===== config.mk =====
export PLATFORM = sky130hd
export DESIGN_NAME = imm_gen_pipe
export DESIGN_NICKNAME = d
export VERILOG_FILES = /design/src/rtl/imm_pkg.sv /design/src/rtl/imm_gen_core.sv /design/src/rtl/imm_gen_pipe.sv
export SDC_FILE = /design/constraint.sdc
export NUM_CORES = 1
export LEC_CHECK = 0
export BUFFER_PORTS_ARGS = -buffer_cell sky130_fd_sc_hd__buf_2
export CORE_ASPECT_RATIO = 1.5
export CORE_MARGIN = 2
export CORE_UTILIZATION = 50
export DETAILED_ROUTE_END_ITERATION = 10
export PLACE_DENSITY = 0.74
export SLEW_MARGIN = 20
export SYNTH_ARGS = -nofsm -noshare
export SYNTH_HDL_FRONTEND = slang
export SYNTH_SLANG_ARGS = --single-unit

===== constraint.sdc =====
create_clock -name clk -period 4.1 [get_ports clk]
set_clock_uncertainty 0.15 [all_clocks]
set_input_delay 0.41 -clock clk [delete_from_list [all_inputs] [get_ports clk]]
set_output_delay 0.41 -clock clk [all_outputs]
set_load 0.01 [all_outputs]

===== src/rtl/imm_pkg.sv =====
// Shared definitions for the RISC-V immediate generator: format codes and
// the opcode/funct3 values the decoder recognises.
package imm_pkg;

    typedef enum logic [2:0] {
        FMT_NONE  = 3'd0,
        FMT_I     = 3'd1,
        FMT_SHAMT = 3'd2,
        FMT_S     = 3'd3,
        FMT_B     = 3'd4,
        FMT_U     = 3'd5,
        FMT_J     = 3'd6
    } imm_fmt_e;

    localparam logic [6:0] OP_LOAD   = 7'b0000011;
    localparam logic [6:0] OP_IMM    = 7'b0010011;
    localparam logic [6:0] OP_JALR   = 7'b1100111;
    localparam logic [6:0] OP_STORE  = 7'b0100011;
    localparam logic [6:0] OP_BRANCH = 7'b1100011;
    localparam logic [6:0] OP_LUI    = 7'b0110111;
    localparam logic [6:0] OP_AUIPC  = 7'b0010111;
    localparam logic [6:0] OP_JAL    = 7'b1101111;

    localparam logic [2:0] F3_SLL = 3'b001;
    localparam logic [2:0] F3_SRX = 3'b101;

    localparam logic [5:0] SHIFT_HI_LOGIC = 6'b000000;
    localparam logic [5:0] SHIFT_HI_ARITH = 6'b010000;

endpackage


===== src/rtl/imm_gen_core.sv =====
// Combinational RISC-V immediate decoder: extracts and sign-extends the
// immediate of one instruction word and classifies its format.
module imm_gen_core
    import imm_pkg::*;
#(
    parameter int unsigned XLEN = 32
) (
    input  logic [31:0]     inst,
    output logic [XLEN-1:0] imm,
    output imm_fmt_e        fmt,
    output logic            illegal
);

    logic [6:0]  opcode;
    logic [2:0]  funct3;
    logic [5:0]  shift_hi;
    logic        shamt_b5;
    logic        shamt_ok;
    logic [31:0] raw;

    assign opcode   = inst[6:0];
    assign funct3   = inst[14:12];
    assign shift_hi = inst[31:26];
    assign shamt_b5 = (XLEN == 64) ? inst[25] : 1'b0;

    // Bit 25 is the sixth shamt bit on RV64 but must be clear on RV32
    always_comb begin
        if (funct3 == F3_SLL) begin
            shamt_ok = (shift_hi == SHIFT_HI_LOGIC);
        end else begin
            shamt_ok = (shift_hi == SHIFT_HI_LOGIC) || (shift_hi == SHIFT_HI_ARITH);
        end
        if (XLEN == 32 && inst[25]) begin
            shamt_ok = 1'b0;
        end
    end

    always_comb begin
        raw     = '0;
        fmt     = FMT_NONE;
        illegal = 1'b0;
        case (opcode)
            OP_LOAD, OP_JALR: begin
                fmt = FMT_I;
                raw = {{20{inst[31]}}, inst[31:20]};
            end
            OP_IMM: begin
                if (funct3 == F3_SLL || funct3 == F3_SRX) begin
                    fmt = FMT_SHAMT;
                    if (shamt_ok) begin
                        raw = {26'b0, shamt_b5, inst[24:20]};
                    end else begin
                        illegal = 1'b1;
                    end
                end else begin
                    fmt = FMT_I;
                    raw = {{20{inst[31]}}, inst[31:20]};
                end
            end
            OP_STORE: begin
                fmt = FMT_S;
                raw = {{20{inst[31]}}, inst[31:25], inst[11:7]};
            end
            OP_BRANCH: begin
                fmt = FMT_B;
                raw = {{19{inst[31]}}, inst[31], inst[7], inst[30:25], inst[11:8], 1'b0};
            end
            OP_LUI, OP_AUIPC: begin
                fmt = FMT_U;
                raw = {inst[31:12], 12'b0};
            end
            OP_JAL: begin
                fmt = FMT_J;
                raw = {{11{inst[31]}}, inst[31], inst[19:12], inst[20], inst[30:21], 1'b0};
            end
            default: begin
                illegal = 1'b1;
            end
        endcase
    end

    // raw is already a 32-bit signed value; widening by cast sign-extends to XLEN
    assign imm = XLEN'($signed(raw));

endmodule


===== src/rtl/imm_gen_pipe.sv =====
// Immediate generator with a small decoded-result FIFO, ready/valid
// handshakes on both sides and a saturating illegal-instruction counter.
module imm_gen_pipe
    import imm_pkg::*;
#(
    parameter int unsigned XLEN  = 32,
    parameter int unsigned DEPTH = 2,
    parameter int unsigned TAG_W = 4
) (
    input  logic             clk,
    input  logic             rst_n,
    input  logic             flush,
    input  logic             in_valid,
    output logic             in_ready,
    input  logic [31:0]      in_inst,
    input  logic [TAG_W-1:0] in_tag,
    output logic             out_valid,
    input  logic             out_ready,
    output logic [XLEN-1:0]  out_imm,
    output logic [2:0]       out_fmt,
    output logic             out_illegal,
    output logic [TAG_W-1:0] out_tag,
    output logic [15:0]      illegal_cnt
);

    localparam int unsigned PTR_W = $clog2(DEPTH);

    typedef struct packed {
        logic [XLEN-1:0]  imm;
        imm_fmt_e         fmt;
        logic             illegal;
        logic [TAG_W-1:0] tag;
    } entry_t;

    entry_t           mem [DEPTH];
    entry_t           head;
    logic [PTR_W-1:0] wr_ptr;
    logic [PTR_W-1:0] rd_ptr;
    logic [PTR_W:0]   count;
    logic [PTR_W:0]   count_nxt;
    logic             accept;
    logic             pop;

    logic [XLEN-1:0]  dec_imm;
    imm_fmt_e         dec_fmt;
    logic             dec_illegal;

    imm_gen_core #(
        .XLEN(XLEN)
    ) u_core (
        .inst    (in_inst),
        .imm     (dec_imm),
        .fmt     (dec_fmt),
        .illegal (dec_illegal)
    );

    // flush wins over both handshakes, so neither side completes that cycle
    assign accept    = in_valid && in_ready && !flush;
    assign out_valid = (count != '0);
    assign pop       = out_valid && out_ready && !flush;

    always_comb begin
        count_nxt = count;
        if (flush) begin
            count_nxt = '0;
        end else if (accept && !pop) begin
            count_nxt = count + (PTR_W+1)'(1);
        end else if (pop && !accept) begin
            count_nxt = count - (PTR_W+1)'(1);
        end
    end

    always_ff @(posedge clk or negedge rst_n) begin
        if (!rst_n) begin
            wr_ptr      <= '0;
            rd_ptr      <= '0;
            count       <= '0;
            in_ready    <= 1'b0;
            illegal_cnt <= '0;
        end else begin
            count    <= count_nxt;
            in_ready <= (count_nxt < (PTR_W+1)'(DEPTH));
            if (flush) begin
                wr_ptr <= '0;
                rd_ptr <= '0;
            end else begin
                if (accept) begin
                    wr_ptr <= wr_ptr + PTR_W'(1);
                end
                if (pop) begin
                    rd_ptr <= rd_ptr + PTR_W'(1);
                end
            end
            if (accept && dec_illegal && illegal_cnt != '1) begin
                illegal_cnt <= illegal_cnt + 16'd1;
            end
        end
    end

    always_ff @(posedge clk) begin
        if (accept) begin
            mem[wr_ptr] <= '{imm: dec_imm, fmt: dec_fmt, illegal: dec_illegal, tag: in_tag};
        end
    end

    assign head        = mem[rd_ptr];
    assign out_imm     = out_valid ? head.imm     : '0;
    assign out_fmt     = out_valid ? head.fmt     : FMT_NONE;
    assign out_illegal = out_valid ? head.illegal : 1'b0;
    assign out_tag     = out_valid ? head.tag     : '0;

endmodule


After elaboration in Yosys (flattened, before gate mapping)
Memories as Yosys holds them, arrays and structs flattened.
Index checks and enable logic that the tools add are counted.
- add/sub/neg operators: 5
- order comparisons: 1
- equality and inequality tests: 12
- muxes and demuxes: 23
- reductions and logical operators: 20
- operators by type and width (cell ; number):
    32-bit one-hot mux with 6 select lines ; 1
    32-bit 2-to-1 mux ; 2
    7-bit equality test (second input constant) ; 3
    3-bit one-hot mux with 6 select lines ; 1
    16-bit by 1-bit adder with 16-bit output (second input constant) ; 1
    16-bit != test (second input constant) ; 1
    7-bit by 5-bit equality test with 1-bit output (second input constant) ; 2
    7-bit by 6-bit equality test with 1-bit output (second input constant) ; 2
    1-bit 2-to-1 mux ; 11
    1-bit logical AND ; 8
    2-bit 2-to-1 mux ; 4
    7-bit by 2-bit equality test with 1-bit output (second input constant) ; 1
    7-bit OR reduction ; 1
    6-bit by 5-bit equality test with 1-bit output (second input constant) ; 1
    6-bit zero test ; 1
    2-bit nonzero test ; 3
    5-bit 2-to-1 mux ; 1
    4-bit 2-to-1 mux ; 1
    2-bit OR reduction ; 2
    3-bit by 1-bit equality test with 1-bit output (second input constant) ; 1
    3-bit equality test (second input constant) ; 1
    1-bit zero test ; 3
    3-bit 2-to-1 mux ; 1
    1-bit adder (second input constant) ; 2
    other kinds (5) ; 6
- register bits: 21
- memory bits (writable): 80
- input bits: 41
- word-level logic and storage cells: 67
- memories: 1
- memory list (memory ; words ; bits a word ; read ports ; clocked after Yosys merged registers in ; wr ports ; RTL line ; source):
    mem ; 2 ; 40 ; 1 ; 0 ; 1 ; imm_gen_pipe.sv:35 ; entry_t mem [DEPTH];

Longest topological paths before layout
- word-level depth: 9
- depth in mapped cells: 9
- gate-level depth less buffers: 8

Modules after synthesis
A second synthesis with hierarchy kept.
- cell total of the unflattened synthesis: 351
- area, all modules: 4662.0 um2
- modules (own cells, without submodules) (module ; instances ; cells an instance ; area each (um2)):
    imm_gen_pipe ; 1 ; 274 ; 4107.7
    imm_gen_core ; 1 ; 77 ; 554.3

Worst setup path after synthesis
Ideal clock, no wire load.
- path kind: input to register
- start: input port flush
- end: memory mem[0][0] in the netlist's numbering, enable pin
- library setup time: 0.437 ns
- data arrival time: 2.315 ns
- required time: 3.513 ns
- path slack: 1.198 ns
- cell stages on the path: 2
- path buffers: 0
- path through: nand3b_1 > nor2_1
- longest elaborated chain between the ends: 4
- RTL lines (what ; RTL line ; source):
    start: declaration ; imm_gen_pipe.sv:12 ; input logic flush,
    1-bit zero test ; imm_gen_pipe.sv:58 ; assign accept = in_valid && in_ready && !flush;
    1-bit logical AND ; imm_gen_pipe.sv:58 ;
    1-bit 2-to-1 mux ; imm_gen_pipe.sv:101 ; if (accept) begin
    1-bit 2-to-1 mux (implied by the code) ; imm_gen_pipe.sv:102 ; mem[wr_ptr] <= '{imm: dec_imm, fmt: dec_fmt, illegal: dec_illegal, tag: in_tag};
    end: declaration ; imm_gen_pipe.sv:35 ;
No other way between the ends.

Worst setup path in the final report
- start: register rd_ptr
- end: output port out_imm[27]
- longest elaborated chain between the ends: 2
- RTL lines (what ; RTL line ; source):
    start: declaration ; imm_gen_pipe.sv:38 ; logic [PTR_W-1:0] rd_ptr;
    start signal: assignment ; imm_gen_pipe.sv:91 ; rd_ptr <= rd_ptr + PTR_W'(1);
    memory read 2 x 40 bit ; -- ;
    32-bit 2-to-1 mux ; imm_gen_pipe.sv:107 ; assign out_imm = out_valid ? head.imm : '0;
    end: declaration ; imm_gen_pipe.sv:19 ; output logic [XLEN-1:0] out_imm,
No other way between the ends.

==> summary.txt <==
STA
  – RSZ-0062 raised after global routing: false
  – Sum Neg Setup Slack: 0 ps
  – Highest clock rate: 375 MHz
  – Worst slew margin: 32.6%
  – Final setup violation count: 0
  – Max-slew violations: 0
  – Final hold violations: 0
  – Worst slew pin tran: 1010 ps
  – Period minus WS final: 2670 ps
  – Setup ws final: 1430 ps
  – Tcrit/Tclk final: 65.1%

Synthesis
  – Largest family of logic cells by synthesized area: simple AND/OR/NAND/NOR gates
  – Post-synthesis adder-cell area fraction: 0.542%
  – Simple-gate share of the synthesized area: 15.0%
  – Synth Net Count: 410
  – Asr flop ratio synth: 20.8%
  – Post-synthesis sequential area ratio: 63.4%
  – Compound-cell area share of the yosys netlist: 6.69%
  – Post-synthesis mux area share: 9.15%
  – Post-Syn Area: 4620 sq um
  – Leading area contributor after synthesis: edfxtp_1
  – XOR/XNOR share of the synthesized area: 3.22%
  – Post-synth top area share: 52.0%
  – Top_reg_cell synth: edfxtp_1
  – Yosys Warn Count: 0
  – Count leader, synth: edfxtp_1
  – Mean post-synth cell area: 12.6 sq um
  – Synthesized instance count: 367
  – Synth cell types: 39
  – Commonest cells in the netlist: edfxtp_1 (80), nor2_1 (63), mux2i_1 (40)
  – Post-synth EDFFs: 80
  – Top post-synthesis cells by area: edfxtp_1 (52%), dfrtp_1 (11%), mux2i_1 (8.7%)
  – #FFs+latches synth: 101

Clock network
  – Worst-Skew Late Latency: 340 ps
  – CTS H-tree depth: 3
  – CTS Hold Bufs: 1
  – CTS tree: yes
  – Worst-path clk slew: 70 ps
  – CTS Buf Count: 9
  – Postcts setup bufs: 0
  – # resized after CTS: 0
  – Clk buf depth: 2
  – Clk sinks: 101
  – CTS Root Cell: clkbuf_16

Min path
  – Hold Path Cell Cnt: 1
  – Hold path endpoint: mem[0][3]
  – HP Start: in_tag[3]
  – Worst hold-check path type: input port to register

Setup path
  – RR Endpoint: illegal_cnt[1]
  – Worst Setup Path Type: register to primary output
  – CP arrival: 2110 ps
  – Reg2Reg Depth: 6
  – Critical path launch point type: register
  – Reg-to-reg slack, setup: 1700 ps
  – Worst r2r src: illegal_cnt[0]
  – Max Fanout on Critical Path: 29
  – CP required: 3540 ps
  – Worst setup EP type: primary output

Placed design
  – GP Congestion: 0.894
  – Hpwl dp: 7.02 mm
  – Post-Place Cells: 564
  – Number of buffers added on ports: 98
  – Pre-CTS setup slack: 1290 ps

Finish
  – Final cell count without fillers: 581
  – Area delta synth->final: 19.9%
  – # diodes: 0
  – Filler cell count: 710
  – Core Util, Final: 60.9%
  – Share of cells above drive strength 1: 26.7%
  – FF+latch area: 2930 sq um
  – Fin nets: 507
  – Area of the multi-input gates: 1610 sq um

Global route
  – First-pass GRT wire length: 15.7 mm
  – Tot GR Track Use: 21.1%
  – Largest net degree at the start of global routing: 41
  – Initial antenna violation count: 0
  – Congestion Overflow GR: 0
  – Number of global-route vias before repair: 3253

Drt
  – Routed len/inst: 17.1 microns
  – Vias/cell: 5.54
  – DRT Pass-1 Iters: 4
  – First-iteration detailed-routing DRC count: 146
  – Final ANT Viol Nets: 0
  – DR vias: 3219
  – Drt drc: 0
  – WL final: 9.94 mm

Floorplanning
  – Die X: 82.5 microns
  – Die area: 10000 sq um
  – Starting Density: 50.8%
  – Chip height: 122 microns
  – Site row count: 43
  – I/O pin count: 99
  – Placeable Area: 9090 sq um

Run
  – Max-Cap Viols: 0

Pwr
  – VDD IR max: 446 uV
  – Lkg Pwr: 2.40 nW
  – Power Density: 568 nW/um^2

Outcome
  – Status: finished, final reports clean
-- worst max-delay path, cell delays in order, from the launching register on --
cell and delay (ps):
dfrtp_2 920, buf_4 390, mux2i_1 230, nor2_1 60
buf_2 150
-- layout make-up --
| class | instances | area share (%) |
|---|---|---|
| clock buffer | 11 | 4.38 |
| clock inverter | 5 | 1.11 |
| inverter | 7 | 0.519 |
| multi-input combinational | 242 | 29.0 |
| sequential | 101 | 52.9 |
| tap | 112 | 2.53 |
| timing repair buffer | 103 | 9.57 |
-- routing by layer --
metal,global-route usage [%],vias up,wire (microns)
li1,-,1530,-
met1,25.4,1569,3940
met2,34.8,110,5270
met3,5.19,10,547
met4,10.5,0,178
met5,0,-,0
-- per-stage QoR --
step	instance area [sq um]	power, mW	hold WS [ps]
6_report	5540	3.15	115
5_1_grt	5540	3.33	99.6
4_1_cts	5540	3.18	105
3_5_place_dp	5230	2.33	248
3_3_place_gp	5230	2.32	240
2_1_floorplan	4620	1.95	-35.6
-- placed cells by master, fill, tap and decap left out, types with 3 or more instances in the layout --
cell type	netlist	routed
dfrtp_1	21	20
buf_2	0	98
edfxtp_1	80	80
nand2_1	14	14
clkbuf_16	0	9
xnor2_1	7	7
nand3_1	10	10
nand4_1	8	8
nor3_1	4	4
a21oi_1	6	6
buf_4	0	4
and2_1	9	8
nor3b_1	4	4
xor2_1	10	10
nor4_1	6	6
o21ai_0	4	4
mux2i_1	40	40
and3_1	4	4
nor2_1	63	62
nor2b_1	6	6
a22o_1	4	4
inv_1	6	6
a21o_1	21	21
clkinvlp_4	0	3
-- registers in the layout (all words and copies together), names as in the netlist --
name / flops
rd_ptr: 1
count: 2
wr_ptr: 1
illegal_cnt: 16
in_ready: 1
mem: 80
-- power breakdown --
| part | internal [mW] | switching, mW |
|---|---|---|
| clock | 0.491 | 0.361 |
| sequential | 1.24 | 0.124 |
| combinational | 0.388 | 0.545 |
-- cell families (layout without fill, tap and decap cells) --
| kind of cell | count (synthesis) | after routing |
|---|---|---|
| buf+inv | 24 | 126 |
| mux | 42 | 42 |
| xor+xnor | 17 | 17 |
| flops | 101 | 101 |
| fa+ha+maj | 2 | 2 |
| simple gates | 140 | 140 |
| compound gates | 41 | 41 |
-- worst max-delay path by stage --
| stage | from | endpoint | slack [ps] |
|---|---|---|---|
| floorplan | flush | mem[0][0] | 1200 |
| global placement | in_inst[27] | illegal_cnt[12] | 1340 |
| detailed placement | in_inst[27] | illegal_cnt[12] | 1290 |
| CTS | rd_ptr | out_imm[30] | 1380 |
| global route | rd_ptr | out_imm[26] | 1290 |
| finish | rd_ptr | out_imm[27] | 1430 |
No activity file was read; power rests on OpenSTA's default activity.
